===== src/rtl/cdb_arbiter_pkg.sv =====
// Shared constants and small helpers for the common-data-bus arbiter.
// Defaults for result/label width and the null label used on idle cycles.
package cdb_arbiter_pkg;

    localparam int unsigned DEF_DATA_W  = 32;
    localparam int unsigned DEF_LABEL_W = 4;
    localparam int unsigned NULL_LABEL  = 0;

    // Saturating 16-bit increment used by the optional performance counters.
    function automatic logic [15:0] sat_inc16(input logic [15:0] v);
        logic [15:0] r;
        if (v == 16'hFFFF) begin
            r = v;
        end else begin
            r = v + 16'd1;
        end
        return r;
    endfunction

endpackage


===== src/rtl/cdb_arbiter_rr_picker.sv =====
// Round-robin pick: first set bit of req at or after ptr, searching upward modulo N.
// Output is one-hot, or zero when nothing is requesting.
module rr_picker #(
    parameter int N  = 4,
    parameter int PW = 2
) (
    input  logic [N-1:0]  req,
    input  logic [PW-1:0] ptr,
    output logic [N-1:0]  grant
);

    logic          w_found;
    logic [PW-1:0] w_idx;

    // Rotating priority search starting at ptr.
    always_comb begin
        grant   = '0;
        w_found = 1'b0;
        w_idx   = '0;
        for (int k = 0; k < N; k++) begin
            w_idx = PW'((int'(ptr) + k) % N);
            if (!w_found && req[w_idx]) begin
                grant[w_idx] = 1'b1;
                w_found      = 1'b1;
            end else begin
                w_found = w_found;
            end
        end
    end

endmodule


===== src/rtl/cdb_arbiter.sv =====
// Common-data-bus arbiter: round-robin grant of one FU result per cycle onto a registered broadcast.
// Optional performance counters (bcastCount, conflictCount) when CDB_PERF_CNT_EN is defined.
module cdb_arbiter
    import cdb_arbiter_pkg::*;
#(
    parameter int NUM_FU  = 4,
    parameter int DATA_W  = DEF_DATA_W,
    parameter int LABEL_W = DEF_LABEL_W
) (
    input  logic                      clk,
    input  logic                      nRST,
    input  logic [NUM_FU-1:0]         require,
    input  logic [NUM_FU*DATA_W-1:0]  reqData,
    input  logic [NUM_FU*LABEL_W-1:0] reqLabel,
    input  logic                      cdbStall,
    output logic [NUM_FU-1:0]         requireAC,
    output logic                      cdbValid,
    output logic [LABEL_W-1:0]        cdbLabel,
`ifdef CDB_PERF_CNT_EN
    output logic [15:0]               bcastCount,
    output logic [15:0]               conflictCount,
`endif
    output logic [DATA_W-1:0]         cdbData
);

    localparam int PTR_W = (NUM_FU > 1) ? $clog2(NUM_FU) : 1;

    logic [PTR_W-1:0]   r_rr_ptr;
    logic               r_valid;
    logic [LABEL_W-1:0] r_label;
    logic [DATA_W-1:0]  r_data;

    logic [NUM_FU-1:0]  w_pick;
    logic               w_granted;
    logic [PTR_W-1:0]   w_idx;
    logic [DATA_W-1:0]  w_sel_data;
    logic [LABEL_W-1:0] w_sel_label;

    rr_picker #(
        .N  (NUM_FU),
        .PW (PTR_W)
    ) u_picker (
        .req   (require),
        .ptr   (r_rr_ptr),
        .grant (w_pick)
    );

    // Grant is suppressed during reset and stall; it never looks at data or labels.
    always_comb begin
        if (!nRST || cdbStall) begin
            requireAC = '0;
        end else begin
            requireAC = w_pick;
        end
    end

    assign w_granted = |requireAC;

    // Decode the granted FU into an index and select its result and label.
    always_comb begin
        w_idx       = '0;
        w_sel_data  = '0;
        w_sel_label = '0;
        for (int i = 0; i < NUM_FU; i++) begin
            if (requireAC[i]) begin
                w_idx       = PTR_W'(i);
                w_sel_data  = reqData[i*DATA_W +: DATA_W];
                w_sel_label = reqLabel[i*LABEL_W +: LABEL_W];
            end else begin
                w_idx = w_idx;
            end
        end
    end

    // Broadcast register and round-robin pointer; idle cycles null the label but keep the data.
    always_ff @(posedge clk or negedge nRST) begin
        if (!nRST) begin
            r_valid  <= 1'b0;
            r_label  <= LABEL_W'(NULL_LABEL);
            r_data   <= '0;
            r_rr_ptr <= '0;
        end else if (w_granted) begin
            r_valid  <= 1'b1;
            r_label  <= w_sel_label;
            r_data   <= w_sel_data;
            r_rr_ptr <= (w_idx == PTR_W'(NUM_FU - 1)) ? '0 : w_idx + 1'b1;
        end else begin
            r_valid  <= 1'b0;
            r_label  <= LABEL_W'(NULL_LABEL);
            r_data   <= r_data;
            r_rr_ptr <= r_rr_ptr;
        end
    end

    assign cdbValid = r_valid;
    assign cdbLabel = r_label;
    assign cdbData  = r_data;

`ifdef CDB_PERF_CNT_EN
    logic [15:0] r_bcast_cnt;
    logic [15:0] r_conflict_cnt;
    logic        w_conflict;

    assign w_conflict = ($countones(require) >= 2) && !cdbStall;

    // Saturating counters of broadcasts and of cycles with competing requesters.
    always_ff @(posedge clk or negedge nRST) begin
        if (!nRST) begin
            r_bcast_cnt    <= 16'd0;
            r_conflict_cnt <= 16'd0;
        end else begin
            r_bcast_cnt    <= w_granted  ? sat_inc16(r_bcast_cnt)    : r_bcast_cnt;
            r_conflict_cnt <= w_conflict ? sat_inc16(r_conflict_cnt) : r_conflict_cnt;
        end
    end

    assign bcastCount    = r_bcast_cnt;
    assign conflictCount = r_conflict_cnt;
`endif

endmodule


===== config.mk =====
export PLATFORM = sky130hd
export DESIGN_NAME = cdb_arbiter
export DESIGN_NICKNAME = d
export VERILOG_FILES = /design/src/rtl/cdb_arbiter_pkg.sv /design/src/rtl/cdb_arbiter_rr_picker.sv /design/src/rtl/cdb_arbiter.sv
export SDC_FILE = /design/constraint.sdc
export NUM_CORES = 1
export LEC_CHECK = 0
export CORE_ASPECT_RATIO = 0.75
export CORE_UTILIZATION = 36
export CTS_BUF_LIST = sky130_fd_sc_hd__clkbuf_4 sky130_fd_sc_hd__clkbuf_8 sky130_fd_sc_hd__clkbuf_16
export DETAILED_ROUTE_END_ITERATION = 7
export GPL_ROUTABILITY_DRIVEN = 1
export PLACE_DENSITY = 0.81
export SKIP_LAST_GASP = 1
export SYNTH_ARGS = -nofsm -noshare
export SYNTH_HDL_FRONTEND = slang
export SYNTH_SLANG_ARGS = --single-unit

===== constraint.sdc =====
create_clock -name clk -period 4.2 [get_ports clk]
set_clock_uncertainty 0.1 [all_clocks]
set_input_delay 0.63 -clock clk [delete_from_list [all_inputs] [get_ports clk]]
set_output_delay 0.63 -clock clk [all_outputs]
set_load 0.05 [all_outputs]

==> run metrics <==
outcome completed; per-cell routed wire length 16.2 µm; Max rail drop VDD 0.328 mV; GR Util met2 47.7%; Total Die Area 8340 µm²; Slew @ Worst Pin 546 ps; initial antenna violation count 1; RSZ-0062 raised after global routing false; Final Hold Violating Endpoints 0; GR Util met1 29.1%; Routed Antenna Nets 0; most used routing layer in global routing met2; CTS tree done; worst min-delay path category in2async; startpoint types flop; FF-to-FF End cdbData[5]$_DFFE_PN0P_; Reg area 976 µm²; Total GRT Usage 25.6%; Post-synth EDFFs 0; CP Class reg2out; Peak Freq 0.261 GHz; grt ovf 0; Detailed Place HPWL 7.94 mm; crit-path cells inv_1 -> ha_1 -> mux2_2 -> or4b_2 -> a311oi_1 -> o21ai_4 -> inv_2 -> buf_12; Synth cell types 40; DRC 0; Rows 27; Placeable Area 7530 µm²; Crit Path Max Fanout 9; drt total wl 10.5 mm; post-synthesis net count 516; vias in the first global route 3,515; Root Driver clkbuf_8; Max Cap Viol 0; Ys Warns 0; clock tree buffer depth 2; Via Count 3,463; Ant. Diodes 0; Max Transition Viols Final 0; GPL Wtd Cong 0.895; Sink Count 39; Pwr Total 0.00350 W; Power per Cell Area 696 nW/µm²; dominant synthesized flop cell dfrtp_1; share of cells above drive strength 1 8.78%; initial detailed-routing violation count 114; final setup vio count 0; crit-path max cell delay 600 ps; WP data required 3470 ps; flop2flop setup slack 640 ps; critical path's slowest cell dfrtp_1; area grow syn2layout 75.0%; fill cell count 628; htree depth 2; IO Port Bufs 191; Worst path top cell family by delay flip-flops; Bufs and invs on worst path 3; setup TNS 0 ps; Ports 192; Async SR Flop Fraction 100%; commonest cells after routing, fill and taps aside 186 x clkdlybuf4s50_1, 54 x nand2_1, 39 x dfrtp_1, 34 x nor2_1, 31 x inv_1; Initial Util 38.1%; pin count of the biggest net entering global routing 40; chip width 105 µm; final worst path period need 3830 ps; post-synthesis instance area 2870 µm²; area of the multi-input gates 1680 µm²; CTS resizes 0; Worst R2R Start r_rr_ptr[1]$_DFFE_PN0P_; vias per cell 5.34; Slew HR 63.5%; CTS clock-pin slew for the worst setup and hold paths 80 ps; CP Launch Point r_rr_ptr[1]$_DFFE_PN0P_; Post-Syn Instances 358; register area share after synthesis 34.0%; CP endpoint kind output pin; reg2reg path depth 10; met3 Track Usage GR 6.98%; Clock Latency Late Sink 290 ps; first-pass GRT wire length 16.8 mm; Avg Cell Area, Syn 8.02 µm²; critical path arrival 3100 ps; nets@finish 704; Yosys reg bits 39; total CTS buffers 5; P_leak 2.07 nW; Post-CTS Setup Inserts 0; hold buffer count at CTS 0; 1st-pass router iterations 4; Die Ht 79.4 µm; Final Cycle Share 91.2%; commonest non-fill, non-tap cell in the layout clkdlybuf4s50_1
## through the flow
| step | util (%) | instances | instance area (µm²) | setup WS, ps | hold WS (ps) |
|---|---|---|---|---|---|
| 6_report | 66.7 | 648 | 5030 | 370 | 313 |
| 5_1_grt | 66.7 | 648 | 5030 | 210 | 372 |
| 4_1_cts | 66.7 | 648 | 5030 | 388 | 338 |
| 3_5_place_dp | 65.5 | 640 | 4940 | 523 | 370 |
| 3_3_place_gp | 65.5 | 640 | 4940 | 653 | 362 |
| 2_1_floorplan | - | 358 | 2870 | 687 | 234 |
## where the power goes
group,switching (W),internal (W),leakage [nW],total (W)
clock,0.000137,0.000123,0.0446,0.000260
sequential,0.000112,0.000572,0.475,0.000683
combinational,0.00158,0.000971,1.55,0.00256
## layout make-up
type	instances	area share, %
timing repair buffer	203	40.3
multi-input combinational	263	33.5
sequential	39	19.4
inverter	34	2.54
tap	101	2.51
clock buffer	6	1.52
clock inverter	2	0.249
## metal layers
layer	wire, µm	vias up
li1	-	1655
met1	4330	1643
met2	5170	151
met3	861	12
met4	113	2
met5	13	-
## cell families after synthesis
| family | after synthesis | synth area share, % |
|---|---|---|
| multiplexers | 8 | 4.70 |
| flip-flops | 39 | 34.0 |
| buffers and inverters | 56 | 8.58 |
| AND/OR/NAND/NOR | 113 | 18.1 |
| AO/OA/AOI/OAI | 135 | 31.6 |
| adder cells (fa/ha/maj) | 7 | 3.05 |
## sequential cells by signal (all words and copies together), names as in the netlist
name and count:
cdbData 32, cdbLabel 4, cdbValid 1, r_rr_ptr 2
## cells in the mapped netlist, types with 2 or more instances
master | n | area, µm²
o21ai_1 | 17 | 85.1
mux2_2 | 4 | 45.0
mux4_2 | 4 | 90.1
a21oi_1 | 22 | 110
o31ai_1 | 29 | 218
nor2_1 | 34 | 128
buf_2 | 14 | 70.1
o22ai_1 | 6 | 37.5
a211oi_1 | 27 | 203
buf_4 | 3 | 22.5
a22oi_1 | 3 | 22.5
a2bb2oi_1 | 6 | 52.6
and2_1 | 4 | 25.0
nand2_1 | 54 | 203
clkbuf_1 | 4 | 15.0
nand3b_1 | 2 | 15.0
nor2b_1 | 9 | 56.3
and3_1 | 2 | 12.5
a21oi_2 | 2 | 17.5
dfrtp_1 | 39 | 976
inv_2 | 3 | 11.3
or4b_2 | 2 | 20.0
a31oi_1 | 2 | 12.5
ha_1 | 7 | 87.6
inv_1 | 31 | 116
o21ai_0 | 14 | 70.1
## worst max path at each step
stage / end / slack (ps) / cells past startpoint
2_1_floorplan: requireAC[3] / 690 / 9
3_3_place_gp: cdbData[17]$_DFFE_PN0P_ / 650 / 9
3_5_place_dp: cdbData[9]$_DFFE_PN0P_ / 520 / 9
4_1_cts: requireAC[3] / 390 / 8
5_1_grt: requireAC[3] / 210 / 8
6_report: requireAC[3] / 370 / 8
## worst register-to-register path: cells and delay by family (launching register included)
kind            cells  cell delay [ps]
simple gates        1              590
buf+inv             3              730
flops               1              600
fa+ha+maj           1              380
mux                 1              270
compound gates      4              820
Power figures use the tool's default switching activity.
